### src/rtl/lsu_mem_stage.sv
// Load/store unit between execute and a byte-addressed little-endian data SRAM.
// One request in flight: latch, one SRAM access cycle, then an optional load response.
module lsu_mem_stage #(
    parameter int unsigned ADDR_W = 16,
    parameter int unsigned REG_W  = 5
) (
    input  logic              clk,
    input  logic              rst_n,
    input  logic              req_valid,
    output logic              req_ready,
    input  logic              req_we,
    input  logic [2:0]        req_funct3,
    input  logic [31:0]       req_addr,
    input  logic [31:0]       req_wdata,
    input  logic [REG_W-1:0]  req_rd,
    output logic [ADDR_W-1:0] mem_address,
    output logic [3:0]        mem_w_en,
    output logic [31:0]       mem_write_data,
    input  logic [31:0]       mem_read_data,
    output logic              rsp_valid,
    input  logic              rsp_ready,
    output logic [31:0]       rsp_data,
    output logic [REG_W-1:0]  rsp_rd,
    output logic              rsp_err,
    output logic              fault
);

    localparam logic [1:0] IDLE   = 2'd0;
    localparam logic [1:0] ACCESS = 2'd1;
    localparam logic [1:0] RESP   = 2'd2;

    logic [1:0]       state_q, state_d;
    logic             we_q;
    logic [2:0]       funct3_q;
    logic [31:0]      addr_q;
    logic [31:0]      wdata_q;
    logic [REG_W-1:0] rd_q;
    logic [31:0]      rsp_data_q;
    logic [REG_W-1:0] rsp_rd_q;
    logic             rsp_err_q;

    logic             accept;
    logic             in_access;
    logic [ADDR_W:0]  size_m1;
    logic [ADDR_W:0]  end_addr;
    logic             hi_bad;
    logic             range_bad;
    logic             funct3_bad;
    logic             store_bad;
    logic             fault_c;
    logic [3:0]       size_mask;
    logic [31:0]      load_data;

    assign accept    = req_valid && req_ready;
    assign in_access = (state_q == ACCESS);

    // Last byte touched, with a carry bit so accesses past the top never wrap to 0.
    always_comb begin
        size_m1 = '0;
        unique case (funct3_q[1:0])
            2'b00:   size_m1[1:0] = 2'd0;
            2'b01:   size_m1[1:0] = 2'd1;
            default: size_m1[1:0] = 2'd3;
        endcase
    end

    assign end_addr   = {1'b0, addr_q[ADDR_W-1:0]} + size_m1;
    assign hi_bad     = |addr_q[31:ADDR_W];
    assign range_bad  = end_addr[ADDR_W];
    assign funct3_bad = (funct3_q == 3'b011) || (funct3_q == 3'b110) || (funct3_q == 3'b111);
    assign store_bad  = we_q && funct3_q[2];
    assign fault_c    = hi_bad || range_bad || funct3_bad || store_bad;

    always_comb begin
        unique case (funct3_q[1:0])
            2'b00:   size_mask = 4'b0001;
            2'b01:   size_mask = 4'b0011;
            default: size_mask = 4'b1111;
        endcase
    end

    always_comb begin
        load_data = mem_read_data;
        case (funct3_q)
            3'b000:  load_data = {{24{mem_read_data[7]}}, mem_read_data[7:0]};
            3'b100:  load_data = {24'd0, mem_read_data[7:0]};
            3'b001:  load_data = {{16{mem_read_data[15]}}, mem_read_data[15:0]};
            3'b101:  load_data = {16'd0, mem_read_data[15:0]};
            default: load_data = mem_read_data;
        endcase
        if (fault_c) begin
            load_data = 32'd0;
        end
    end

    always_comb begin
        state_d = state_q;
        case (state_q)
            IDLE:    if (accept) state_d = ACCESS;
            ACCESS:  state_d = we_q ? IDLE : RESP;
            RESP:    if (rsp_ready) state_d = IDLE;
            default: state_d = IDLE;
        endcase
    end

    always_ff @(posedge clk or negedge rst_n) begin
        if (!rst_n) begin
            state_q    <= IDLE;
            we_q       <= 1'b0;
            funct3_q   <= 3'd0;
            addr_q     <= 32'd0;
            wdata_q    <= 32'd0;
            rd_q       <= '0;
            rsp_data_q <= 32'd0;
            rsp_rd_q   <= '0;
            rsp_err_q  <= 1'b0;
        end else begin
            state_q <= state_d;
            if (accept) begin
                we_q     <= req_we;
                funct3_q <= req_funct3;
                addr_q   <= req_addr;
                wdata_q  <= req_wdata;
                rd_q     <= req_rd;
            end
            if (in_access && !we_q) begin
                rsp_data_q <= load_data;
                rsp_rd_q   <= rd_q;
                rsp_err_q  <= fault_c;
            end
        end
    end

    assign req_ready      = (state_q == IDLE);
    assign mem_address    = addr_q[ADDR_W-1:0];
    assign mem_write_data = wdata_q;
    assign mem_w_en       = (in_access && we_q && !fault_c) ? size_mask : 4'b0000;
    assign fault          = in_access && fault_c;
    assign rsp_valid      = (state_q == RESP);
    assign rsp_data       = rsp_data_q;
    assign rsp_rd         = rsp_rd_q;
    assign rsp_err        = rsp_err_q;

endmodule

### config.mk
export PLATFORM = sky130hd
export DESIGN_NAME = lsu_mem_stage
export DESIGN_NICKNAME = d
export VERILOG_FILES = /design/src/rtl/lsu_mem_stage.sv
export SDC_FILE = /design/constraint.sdc
export NUM_CORES = 1
export LEC_CHECK = 0
export ABC_AREA = 1
export BUFFER_PORTS_ARGS = -buffer_cell sky130_fd_sc_hd__buf_2
export CAP_MARGIN = 20
export CORE_AREA = 2 2 76 132
export CTS_BUF_LIST = sky130_fd_sc_hd__clkbuf_8
export DETAILED_ROUTE_END_ITERATION = 8
export DIE_AREA = 0 0 78 134
export PLACE_DENSITY = 0.86
export SLEW_MARGIN = 10
export SYNTH_ARGS = -nofsm -noshare
export SYNTH_HDL_FRONTEND = slang
export SYNTH_SLANG_ARGS = --single-unit
### constraint.sdc
create_clock -name clk -period 2.7 [get_ports clk]
set_clock_uncertainty 0.2 [all_clocks]
set_input_delay 0.27 -clock clk [delete_from_list [all_inputs] [get_ports clk]]
set_output_delay 0.27 -clock clk [all_outputs]
set_load 0.02 [all_outputs]
==> metrics.txt <==
status=finished, final reports clean; Core Area=9410 um^2; Final Routed Wirelength=about 15,000 um; Bufs on Longest Clock Path=2; worst-path maximum fanout=18; clock-pin slew on the worst setup and hold paths=approximately 0.070 ns; register bit count reported by yosys=between 100 and 150; post-layout instance area=7070 um^2; buffers plus inverters on the worst setup path=2; cell leakage power=a little under 0.004 uW; total DRC errors in the routed layout=0; first-iteration detailed-routing DRC count=about 320; average wire per standard cell=about 15 um; initial antenna violation count=2; most area-hungry cell type in the Yosys netlist=dfrtp_1; number of buffer cells added on primary ports=between 200 and 250; total global routing overflow=0; die height=134 um; Combinational Power Share=roughly two fifths; achievable clock frequency=about 400 MHz; Clock Sink Count=between 100 and 150; via count of the routed design=5,046; Vias per Instance=between 5 and 6; critical path's largest stage delay=0.40 ns; crit path cell chain=ha_1 -> nand2_1 -> o21bai_2 -> nand3_2 -> buf_4 -> a21oi_1 -> buf_2; register area share after synthesis=57.4%; crit path time final=2.51 ns; final-stage net count=959; cell family contributing the most delay on the critical path=buffers and inverters; Worst Setup Path Type=reg2out; Cell Count Post-Placement=~870; switching power=roughly 3000 uW; first-pass GRT wire length=between 20,000 and 25,000 um; Arr. time, crit path=roughly 2 ns; vias in the first global route=around 5,200; unrepaired setup endpoints after global routing=false; Cell Pwr Density=980 nW/um^2; last weighted congestion value of the routability-driven placer=0.854; layout cell share with drive strength beyond 1=a little under a third; Fill cells=640; H-Tree Depth=4; final critical-path share of the clock period=approximately 93%; all-layer global routing usage=29.5%; remaining antenna violation count=0; final hold violations=0; portion of total power attributed to sequential cells=39.6%; cells after synthesis=slightly below 600; relative slew slack=roughly 57%; maximum number of pins on one net before global-route repair=71; # Max-Cap Violations=0; largest cells by area after synthesis=dfrtp_1 57%, nand2_1 21%, o21ai_0 4.1%; VDD IR-drop max=0.868 mV; Finish-stage setup viols=0; number of slew-limit violations in the final report=0; non-filler cells in the finished layout=just under 1,000; post-synthesis area per instance=~8.5 um^2; die boundary width=approximately 78 um; Total Neg Setup Slack=0 ns; portion of total power attributed to the clock network=about a fifth; Die Outline Area=~10,000 um^2; slowest stage cell on the critical path=dfrtp_1; required time worst endpoint=approximately 2.2 ns; initial cell density of the core=~52%; Worst Hold Margin=between 0.02 and 0.025 ns; Area after DPL=5910 um^2; Unique masters post-synth=28; netlist area before placement=a little under 5000 um^2; First-pass DRT Iterations=5; clock tree from TritonCTS=yes; multi-input combinational cell area=~1800 um^2; placed wire-length estimate after detailed placement=just over 9000 um; sw frac=~43%; Worst Max-Slew Pin Slew=around 0.64 ns; cts repair resizes=0; count of boundary I/O pins=202; Critical Path Source Type=flip-flop; number of core rows=47; layout overhead on the synthesized area=43.6%; critical path capture point type=output pin; number of buffers created by CTS=17; worst min path class=in2async; fraction of post-synthesis cell area in the top cell type by area=57.4%; later-pin clock latency in the skew report=about 0.42 ns; number of warnings printed during yosys synthesis=0; cell at the root of the clock tree=clkbuf_8; internal cell power=between 3000 and 4000 uW; footprint of the flip-flops and latches=approximately 2800 um^2; Post-Synthesis Net Count=just under 700
==> logic make-up after synthesis <==
family,share of synthesized area [%]
fa+ha+maj,0.254
compound gates,8.35
buf+inv,6.63
flops,57.4
simple gates,27.4
==> power by group through the flow <==
stage	clock [uW]	sequential, uW	combinational [uW]
after floorplan	0	3070	1630
after global placement	0	2690	2650
after detailed placement	0	2740	2750
after CTS	1310	2720	2850
after global routing	1390	2810	3160
final	1290	2740	2900
==> layout by cell type (no fill, tap or decap), types with 3 or more instances in the layout <==
cell type	instances
inv_1	16
nand2_1	272
clkinv_2	6
nor2_1	30
nand3_2	3
a21oi_1	17
nand3_1	17
dfrtp_1	113
clkbuf_8	19
o21ai_0	40
o21ai_1	4
buf_2	200
nor2_2	3
buf_4	10
a21oi_2	8
dlygate4sd3_1	83
==> synth_stat cells <==
library cell  instances
nand3_2               3
o21ai_0              40
nand2_2               1
buf_6                 2
ha_1                  1
o21bai_2              1
clkbuf_1             13
dfrtp_1             113
nor2_4                1
or2_1                 1
nand2_1             273
o21ai_1               4
nand2_4               1
nand3_1              17
nor2_2                3
nor2_1               30
nor2_8                1
inv_2                 2
o31ai_1               1
buf_2                12
a21oi_2               8
nor3_2                1
nand4_1               2
buf_1                 2
a21oi_1              17
buf_4                18
inv_1                12
o21ai_2               2
==> metal layers <==
layer  GRT usage [%]  wire, um  up-vias
met5               0         0        -
met4            16.8       740        0
met3            6.73       951       61
met2            52.2      8030      271
met1            32.0      5290     2361
li1                -         -     2353
==> through the flow <==
stage / power (uW) / setup WS (ns) / utilization (%)
after floorplan: 4700 / 0.582 / -
final: 6930 / 0.188 / 75.2
after global routing: 7360 / 0.0678 / 75.2
after detailed placement: 5490 / 0.604 / 62.8
after global placement: 5340 / 0.663 / 62.8
after CTS: 6870 / 0.139 / 75.0
==> cell type report <==
type	instances	area share [%]
diodes	2	0.0707
flip-flops and latches	113	40.0
inverters	14	0.743
well taps	122	2.16
clock inverters	11	0.743
clock buffers	19	3.70
multi-input cells	408	25.1
repair buffers	295	27.5
==> what timing repair did <==
item,CTS,global route
hold buffers,83,0
endpoints found under the setup margin,0,2
buffers inserted,0,2
hold endpoints to repair,195,0
==> registers in the layout, summed over array words and instances, names as in the netlist <==
register        flops
funct3_q            3
rsp_data           32
addr_q             32
rd_q                5
state_q             2
mem_write_data     32
we_q                1
rsp_err             1
rsp_rd              5
==> final timing paths <==
check / cells past startpoint / end / slack (ns) / startpoint
min in group clk: 5 / rsp_data[23] / 0.04 / mem_read_data[23]
min: 2 / rd_q[1] / 0.02 / rst_n
max reg2reg: 6 / rd_q[0] / 0.69 / state_q[0]
max: 7 / fault / 0.19 / addr_q[1]
min reg2reg: 2 / mem_write_data[1] / 0.27 / mem_write_data[1]
max in group asynchronous: 3 / addr_q[11] / 1.62 / rst_n
No activity file was read; power rests on OpenSTA's default activity.
